[src/rtl/stream_channel_mux.sv]
// rtl/stream_channel_mux.sv - NUM_CH-to-1 valid/ready stream mux with fixed-select or round-robin grant
// The output is a one-entry register that can drain and reload on the same edge.
module stream_channel_mux #(
  parameter int WIDTH  = 4,
  parameter int NUM_CH = 2,
  parameter int SEL_W  = 1
) (
  input  logic                    Clock,
  input  logic                    Reset_n,
  input  logic [NUM_CH*WIDTH-1:0] In_Data,
  input  logic [NUM_CH-1:0]       In_Valid,
  output logic [NUM_CH-1:0]       In_Ready,
  input  logic [SEL_W-1:0]        Select,
  input  logic                    Mode,
  output logic [WIDTH-1:0]        Out_Data,
  output logic [SEL_W-1:0]        Out_Chan,
  output logic                    Out_Valid,
  input  logic                    Out_Ready
);

  localparam logic [SEL_W-1:0] LAST_RST = SEL_W'(NUM_CH - 1);

  logic [WIDTH-1:0] out_data_q, out_data_d;
  logic [SEL_W-1:0] out_chan_q, out_chan_d;
  logic             out_valid_q, out_valid_d;
  logic [SEL_W-1:0] last_q, last_d;

  logic             load_en;
  logic             fix_valid;
  logic             rr_valid;
  logic [SEL_W-1:0] rr_grant;
  logic             grant_valid;
  logic [SEL_W-1:0] grant;
  logic [WIDTH-1:0] grant_data;

  assign load_en = ~out_valid_q | Out_Ready;

  // An out-of-range Select matches no channel, so the grant is simply absent.
  always_comb begin
    fix_valid = 1'b0;
    for (int i = 0; i < NUM_CH; i++) begin
      if (Select == SEL_W'(i)) fix_valid = In_Valid[i];
    end
  end

  // Scan distances from NUM_CH down to 1 so the nearest valid channel after last_q wins.
  always_comb begin
    rr_grant = '0;
    for (int d = NUM_CH; d >= 1; d--) begin
      for (int i = 0; i < NUM_CH; i++) begin
        if (In_Valid[i] && (i == (int'(last_q) + d) % NUM_CH)) rr_grant = SEL_W'(i);
      end
    end
  end

  assign rr_valid    = |In_Valid;
  assign grant_valid = Mode ? rr_valid : fix_valid;
  assign grant       = Mode ? rr_grant : Select;

  always_comb begin
    grant_data = '0;
    for (int i = 0; i < NUM_CH; i++) begin
      if (grant == SEL_W'(i)) grant_data = In_Data[i*WIDTH +: WIDTH];
    end
  end

  always_comb begin
    In_Ready = '0;
    for (int i = 0; i < NUM_CH; i++) begin
      In_Ready[i] = load_en & grant_valid & (grant == SEL_W'(i));
    end
  end

  always_comb begin
    out_data_d  = out_data_q;
    out_chan_d  = out_chan_q;
    out_valid_d = out_valid_q;
    last_d      = last_q;
    if (load_en) begin
      if (grant_valid) begin
        out_data_d  = grant_data;
        out_chan_d  = grant;
        out_valid_d = 1'b1;
        last_d      = grant;
      end else begin
        out_valid_d = 1'b0;
      end
    end
  end

  always_ff @(posedge Clock or negedge Reset_n) begin
    if (!Reset_n) begin
      out_data_q  <= '0;
      out_chan_q  <= '0;
      out_valid_q <= 1'b0;
      last_q      <= LAST_RST;
    end else begin
      out_data_q  <= out_data_d;
      out_chan_q  <= out_chan_d;
      out_valid_q <= out_valid_d;
      last_q      <= last_d;
    end
  end

  assign Out_Data  = out_data_q;
  assign Out_Chan  = out_chan_q;
  assign Out_Valid = out_valid_q;

endmodule

[config.mk]
export PLATFORM = sky130hd
export DESIGN_NAME = stream_channel_mux
export DESIGN_NICKNAME = d
export VERILOG_FILES = /design/src/rtl/stream_channel_mux.sv
export SDC_FILE = /design/constraint.sdc
export NUM_CORES = 1
export LEC_CHECK = 0
export ABC_AREA = 1
export CORE_AREA = 2 2 39 41
export CTS_CLUSTER_DIAMETER = 150
export CTS_CLUSTER_SIZE = 40
export DETAILED_ROUTE_END_ITERATION = 10
export DIE_AREA = 0 0 41 43
export GPL_ROUTABILITY_DRIVEN = 0
export GPL_TIMING_DRIVEN = 0
export PLACE_DENSITY_LB_ADDON = 0.2
export SYNTH_ARGS = -nofsm -noshare
export SYNTH_HDL_FRONTEND = slang
export SYNTH_SLANG_ARGS = --single-unit
[constraint.sdc]
create_clock -name Clock -period 1.9 [get_ports Clock]
set_input_delay 0.475 -clock Clock [delete_from_list [all_inputs] [get_ports Clock]]
set_output_delay 0.475 -clock Clock [all_outputs]
set_load 0.02 [all_outputs]
==> results of run 1 <==
-- metal layers --
metal | vias up | GRT usage (%) | wire (um) | share of wire, %
met4 | 0 | 8.000 | 6 | 0.65
met2 | 12 | 15.94 | 422 | 46
li1 | 230 | - | - | -
met5 | - | 0 | 0 | 0
met3 | 2 | 3.141 | 75 | 8.2
met1 | 179 | 16.28 | 414 | 45
-- cell families after synthesis --
kind of cell / count (synthesis) / share of synthesized area [%]
buffers and inverters: 6 / 6.768
AND/OR/NAND/NOR: 40 / 48.62
flip-flops: 7 / 43.38
AO/OA/AOI/OAI: 1 / 1.230
-- metrics by stage --
step	power (uW)	util [%]	setup WS (ns)	cell area (um^2)
final	550.5	52.44	0.07491	725.7
after global routing	593.6	52.44	0.009102	725.7
after CTS	562.3	52.08	0.002758	720.7
after detailed placement	406.6	46.75	-0.7218	646.9
after global placement	406.9	46.75	-0.7209	646.9
after floorplan	305.0	-	0.3121	406.6
-- registers in the layout, indices dropped and copies added (netlist names) --
register / cells
Out_Chan: 1
Out_Data: 4
Out_Valid: 1
last_q: 1
-- path summary, 6_finish.rpt --
path / from / endpoint / depth (start not counted)
setup / recovery: Mode / In_Ready[1] / 10
setup reg to reg: last_q$_DFFE_PN1N_ / Out_Data[3]$_DFFE_PN0N_ / 8
hold / removal: Reset_n / Out_Data[0]$_DFFE_PN0N_ / 1
hold reg to reg: Out_Data[0]$_DFFE_PN0N_ / Out_Data[0]$_DFFE_PN0N_ / 2
min in group Clock: Out_Data[0]$_DFFE_PN0N_ / Out_Data[0]$_DFFE_PN0N_ / 2
max in group asynchronous: Reset_n / last_q$_DFFE_PN1N_ / 1
-- what timing repair did --
item                       CTS  global route
setup endpoints to repair    2             2
setup buffers                7             0
resized for setup           16             3
cloned                       0             0
hold buffers                 0             0
pin swaps                    4             2
-- power breakdown --
part           leakage, uW  internal [uW]  switching, uW  total (uW)
clock network    0.0000150           79.9           51.4         131
registers        0.0000838            181           13.7         194
logic             0.000301            113            112         225
-- placed cells by master, fill, tap and decap left out, drive strengths merged --
| master | instances |
|---|---|
| inv | 6 |
| clkbuf | 4 |
| dlygate4sd2 | 4 |
| clkdlybuf4s50 | 15 |
| buf | 9 |
| dlymetal6s2s | 1 |
| nand3 | 4 |
| nor2 | 2 |
| nand2 | 34 |
| dfstp | 1 |
| o21ai | 1 |
| dfrtp | 6 |
-- layout make-up --
cell class              count  area, um^2
repair buffers             29       266.5
well taps                  16       20.02
clock buffers               4       26.28
fillers                   138       658.1
multi-input cells          41       209.0
inverters                   6       27.53
flip-flops and latches      7       176.4
-- critical path: cells and delay by family --
family / cells / cell delay (ns)
buf+inv: 5 / 0.56
simple gates: 5 / 0.31
==> results.ini, run 1 <==
[die]
dieWidth_um = 41
die_h_um = 43
core-area_mm2 = 0.001384
start_util_pct = 29.39
io_pins = 23
design.die.area_mm2 = 0.001763
rows = 14

[finish]
area_delta_synth_final_pct = 78.46
stdcell_count = 103
final_layout_size_suffix_gt1_share_pct = 31.03
n_antenna_cell = 0
fin_nets = 103

[placed_design]
dpl.cell_count = 92
dp_hpwl_um = 660.4
port_buffers = 22

[sta]
max_freq_mhz = 547.9
tns_ns = 0
worst_pin_slew_ns = 0.3042
rsz0062_at_grt = false
fin_crit_sh_pct = 96.06
whs_ns = 0.4771
layout_min_cycle_time_ns = 1.825
hold_viol = 0
drv_slew = 0
setup_viol = 0
skew_ns = 0.0001254
slew_headroom_pct = 79.66

[power]
p_per_area_mw_per_mm2 = 758.6
power_leakage_uw = 0.0003999
ir_drop_uv = 409.2

[worst_setup_path]
slowest_delay_ns = 0.26
required_ns = 1.42
end_kind = output port
cp_common_cell = nand2_4
worstPathMaxFanout = 4
cp.arrival_ns = 1.35
slowest_stage = dlygate4sd2_1
path_cells = dlygate4sd2_1 -> inv_1 -> nand2_4 -> nand2_2 -> nand2_2 -> nand2_4 -> inv_6 -> nand2_4 -> inv_2 -> buf_6
path_class = primary input to output port
start_kind = primary input
reg2reg_slack_ns = 0.71

[cts]
insertion_delay_ns = 0.24
cts_tree = done
cts_root_buf = clkbuf_4
htreeDepth = 1
cts_sinks = 7
clockBufferDepth = 2
numCtsBuffers = 3
clk_pin_slew_ns = 0.05

[route]
detail-route-antenna-nets = 0
wire_per_inst_um = 8.922
drt-initial-drc-count = 3
wl_um = 919
viasPerCell = 4.107
dr.pass1.iters = 4
vias = 423
drcViolationCount = 0

[yosys]
seq_area_frac_synth_pct = 43.38
syn-num-nets = 69
synth_edf_count = 0
synth_area_leaders = dfrtp_1, nand2_1, nand2_4, nand2_2, dfstp_2
yosysWarnings = 0
synth_top_area_share_pct = 36.92
synthArstFlopShare_pct = 100.0
netlist_instances = 54
netlist_area_um2 = 406.6
yosysMostFrequentCell = nand2_1
synth_common_cells = nand2_1, dfrtp_1, nand2_2
synth.distinct_cells = 11
syn_avg_cell_area_um2 = 7.530
synth_seq_cells = 7
synth_top_area_cell = dfrtp_1
synthFlopType = dfrtp_1

[outcome]
status = finished clean

[global_routing]
grt_pass1_vias = 375
grt_use_total_pct = 11.97
grt_antenna_before_repair = 0
grt_first_pass_wirelength_mm = 1.407
globalRoute.totalOverflow = 0
grt_max_degree = 8

[min_path]
hold_path_class = primary input to asynchronous set/reset pin

[flow_run]
max_cap_viol_count = 0

No activity file was read; power rests on OpenSTA's default activity.
==> run 2, diff against run 1 <==
--- a/config.mk
+++ b/config.mk
@@ -13,7 +13,7 @@
 export DIE_AREA = 0 0 41 43
 export GPL_ROUTABILITY_DRIVEN = 0
 export GPL_TIMING_DRIVEN = 0
-export PLACE_DENSITY_LB_ADDON = 0.2
+export PLACE_DENSITY = 0.67
 export SYNTH_ARGS = -nofsm -noshare
 export SYNTH_HDL_FRONTEND = slang
 export SYNTH_SLANG_ARGS = --single-unit
==> results.ini, run 2 (synthesis results as in run 1) <==
[sta]
slew_headroom_pct = 80.05
layout_min_cycle_time_ns = 1.862
hold_viol = 0
fin_crit_sh_pct = 97.99
fin_ws_ns = 0.03826
setup_viol = 0
drv_slew = 0
worst_pin_slew_ns = 0.2984
max_freq_mhz = 537.1
rsz0062_at_grt = true
skew_ns = 0.0005220

[worst_setup_path]
reg2reg_slack_ns = 0.81
rr_endpoint = Out_Chan$_DFFE_PN0N_
r2r-start = last_q$_DFFE_PN1N_
start_kind = primary input
r2r.worst_path.cells = 6
cp.arrival_ns = 1.39
worstPathMaxFanout = 4
end_kind = output port
required_ns = 1.42
path_class = primary input to output port

[cts]
clk_pin_slew_ns = 0.05
numCtsBuffers = 3
cts_sinks = 7
htreeDepth = 1
cts_tree = done
cts_root_buf = clkbuf_4
clockBufferDepth = 2
insertion_delay_ns = 0.25

[placed_design]
dp_slack_ns = -0.7163
port_buffers = 22
dpl.cell_count = 92
place_area_um2 = 646.9
dp_hpwl_um = 703.7

[flow_run]
max_cap_viol_count = 0

[power]
ir_drop_uv = 399.5
power_leakage_uw = 0.0003988
internal_power_uw = 381.4
sw_frac_of_total_pct = 32.14
power.switching_uw = 180.7
clockPowerShare_pct = 23.3
power_frac_comb_pct = 42.1
p_per_area_mw_per_mm2 = 760.2
p_seq_share_pct = 34.6

[outcome]
status = finished clean

[min_path]
hold_path_class = primary input to asynchronous set/reset pin

[global_routing]
globalRoute.totalOverflow = 0
grt_pass1_vias = 435
grt_first_pass_wirelength_mm = 1.545
grt_max_degree = 8
grt_use_total_pct = 12.99
grt_antenna_before_repair = 0

[route]
dr.pass1.iters = 2
vias = 432
viasPerCell = 4.114
detail-route-antenna-nets = 0
wire_per_inst_um = 9.057
drcViolationCount = 0
wl_um = 951
drt-initial-drc-count = 2

[finish]
nFillCells = 135
stdcell_count = 105
fin_nets = 105
largest_reg_flops = 4
layout_commonest_cell = nand2_1
final_area_um2 = 739.5
area_delta_synth_final_pct = 81.85
layout_common_cells = nand2_1, clkdlybuf4s50_1, buf_4
n_antenna_cell = 0
final_layout_size_suffix_gt1_share_pct = 32.58

[die]
dieWidth_um = 41
die_h_um = 43
io_pins = 23
core-area_mm2 = 0.001384
start_util_pct = 29.39
design.die.area_mm2 = 0.001763
rows = 14

-- run 2: changes by cell type in the layout (fill, tap and decap cells not counted), sizes merged --
| cell | before | now |
|---|---|---|
| clkdlybuf4s50 | 15 | 16 |
| buf | 9 | 11 |
| dlymetal6s2s | 1 | 0 |
-- run 2: metal layers --
layer  GRT usage, %  vias to the layer above  routed length, um
met5              0                        -                  0
li1               -                      232                  -
met1          14.33                      189                383
met3          3.141                        2                 45
met2          19.69                        9                501
met4          10.67                        0                 19
-- run 2: power groups by stage --
stage	Combinational [uW]	Sequential, uW	Clock, uW
floorplan	78.0	227	0
global placement	210	197	0
detailed placement	211	197	0
CTS	236	195	139
global route	257	198	145
finish	237	195	131
-- run 2: repair_timing --
action                                  4_1_cts  5_1_grt
cloned                                        0        0
pin swaps                                     5        1
endpoints found under the setup margin        2        2
hold buffers                                  0        0
setup buffers                                 9        0
resized for setup                            16        3
-- run 2: cell type report --
class / count / area [um^2] / area share, %
repair buffers: 31 / 281.5 / 38.07
multi-input cells: 41 / 207.7 / 28.09
flip-flops and latches: 7 / 176.4 / 23.86
inverters: 6 / 27.53 / 3.723
clock buffers: 4 / 26.28 / 3.553
well taps: 16 / 20.02 / 2.707
-- run 2: metrics by stage --
stage / total power, uW / hold slack, ns / setup TNS [ns] / utilization, %
2_1_floorplan: 305.0 / 0.1794 / 0 / -
3_3_place_gp: 406.5 / 0.4660 / -1.370 / 46.75
3_5_place_dp: 407.6 / 0.4684 / -1.382 / 46.75
4_1_cts: 569.6 / 0.4759 / 0 / 53.07
5_1_grt: 600.4 / 0.4915 / -0.0006386 / 53.44
6_report: 562.1 / 0.4782 / 0 / 53.44
-- run 2: how the worst max path moves through the flow --
| stage | startpoint | endpoint | slack [ns] |
|---|---|---|---|
| after CTS | Out_Ready | In_Ready[1] | 0.02 |
| after floorplan | Mode | In_Ready[0] | 0.31 |
| final | Out_Ready | In_Ready[1] | 0.04 |
| after detailed placement | Mode | In_Ready[1] | -0.72 |
| after global placement | Mode | In_Ready[1] | -0.72 |
| after global routing | Out_Ready | In_Ready[1] | -0.0006 |
-- run 2: worst max-delay path, stage by stage --
cell             delay (ns)
clkdlybuf4s50_1        0.41
nor2_2                 0.10
inv_2                  0.06
nand2_4                0.09
inv_6                  0.04
nand2_4                0.05
inv_2                  0.03
buf_6                  0.12
==> run 3, diff against run 2 <==
--- a/config.mk
+++ b/config.mk
@@ -7,6 +7,7 @@
 export LEC_CHECK = 0
 export ABC_AREA = 1
 export CORE_AREA = 2 2 39 41
+export CTS_BUF_LIST = sky130_fd_sc_hd__clkbuf_4
 export CTS_CLUSTER_DIAMETER = 150
 export CTS_CLUSTER_SIZE = 40
 export DETAILED_ROUTE_END_ITERATION = 10
==> results.ini, run 3 (synthesis results as in run 1) <==
[worst_setup_path]
start_kind = primary input
worstPathMaxFanout = 4
rr_endpoint = Out_Chan$_DFFE_PN0N_
cp.arrival_ns = 1.39
end_kind = output port
reg2reg_slack_ns = 0.81
r2r.worst_path.cells = 6
r2r-start = last_q$_DFFE_PN1N_
required_ns = 1.42
path_class = primary input to output port

[min_path]
hold_path_class = primary input to asynchronous set/reset pin

[die]
start_util_pct = 29.39
io_pins = 23
design.die.area_mm2 = 0.001763
dieWidth_um = 41
die_h_um = 43
rows = 14
core-area_mm2 = 0.001384

[route]
dr.pass1.iters = 2
drcViolationCount = 0
drt-initial-drc-count = 2
wl_um = 968
wire_per_inst_um = 9.219
vias = 434
detail-route-antenna-nets = 0
viasPerCell = 4.133

[cts]
cts_sinks = 7
clockBufferDepth = 2
cts_root_buf = clkbuf_4
hold_buffers = 0
insertion_delay_ns = 0.25
htreeDepth = 1
numCtsBuffers = 3
clk_pin_slew_ns = 0.05
cts_tree = done

[sta]
drv_slew = 0
rsz0062_at_grt = true
fin_ws_ns = 0.03797
worst_pin_slew_ns = 0.2991
layout_min_cycle_time_ns = 1.862
fin_crit_sh_pct = 98.00
whs_ns = 0.4777
max_freq_mhz = 537.0
setup_viol = 0
hold_viol = 0
slew_headroom_pct = 80.00
skew_ns = 0.001025

[finish]
fin_nets = 105
final_area_um2 = 743.2
area_delta_synth_final_pct = 82.77
layout_common_cells = nand2_1, clkdlybuf4s50_1, buf_4
n_antenna_cell = 0
largest_reg_flops = 4
seq_area_um2 = 176.4
multi_input_area_um2 = 207.7
layout_commonest_cell = nand2_1
final_layout_size_suffix_gt1_share_pct = 33.71
nFillCells = 134

[power]
report.power.total_uw = 577.9
p_per_area_mw_per_mm2 = 777.5
ir_drop_uv = 461.0
power_leakage_uw = 0.0004022

[placed_design]
place_area_um2 = 646.9
dp_slack_ns = -0.7163
port_buffers = 22
dp_hpwl_um = 703.7

[global_routing]
grt_use_total_pct = 13.62
grt_first_pass_wirelength_mm = 1.614
grt_pass1_vias = 431
grt_max_degree = 8
grt_antenna_before_repair = 0
globalRoute.totalOverflow = 0

[outcome]
status = finished clean

[flow_run]
max_cap_viol_count = 0

==> run 3: power breakdown <==
part | total [uW] | switching (uW) | leakage [uW] | internal [uW]
Combinational | 237 | 116 | 0.000300 | 121
Sequential | 195 | 14.2 | 0.0000838 | 181
Clock | 146 | 52.0 | 0.0000184 | 94.2
==> run 3: stage by stage <==
stage                     util, %  setup TNS, ns  std cells
final                       53.71              0        105
after global routing        53.71      -0.003248        105
after CTS                   53.35              0        105
after detailed placement    46.75         -1.382         92
after global placement      46.75         -1.370         92
after floorplan                 -              0         54
==> run 3: worst max path at each step <==
stage | to | startpoint | cells after the start
after floorplan | In_Ready[0] | Mode | 6
after global placement | In_Ready[1] | Mode | 10
after detailed placement | In_Ready[1] | Mode | 10
after CTS | In_Ready[1] | Out_Ready | 8
after global routing | In_Ready[1] | Out_Ready | 8
final | In_Ready[1] | Out_Ready | 8
==> run 3: what timing repair did <==
action | in CTS | in global routing
gates resized for setup | 16 | 3
pin swaps | 5 | 1
buffers inserted | 9 | 0
setup endpoints to repair | 2 | 2
==> run 3: critical path, stage by stage <==
cell and delay (ns):
clkdlybuf4s50_1 0.41, nor2_2 0.10, inv_2 0.06, nand2_4 0.09
inv_6 0.04, nand2_4 0.05, inv_2 0.03, buf_6 0.12
==> run 3: cell type report <==
| type | count | area share (%) |
|---|---|---|
| sequential | 7 | 23.74 |
| multi-input combinational | 41 | 27.95 |
| clock buffer | 4 | 4.040 |
| timing repair buffer | 31 | 37.88 |
| tap | 16 | 2.694 |
| inverter | 6 | 3.704 |
==> run 3: per-layer routing <==
| metal | track usage, % | vias up | share of wire, % |
|---|---|---|---|
| li1 | - | 233 | - |
| met1 | 15.05 | 188 | 40 |
| met2 | 21.56 | 11 | 53 |
| met3 | 3.141 | 2 | 5.0 |
| met4 | 9.333 | 0 | 2.0 |
| met5 | 0 | - | 0 |
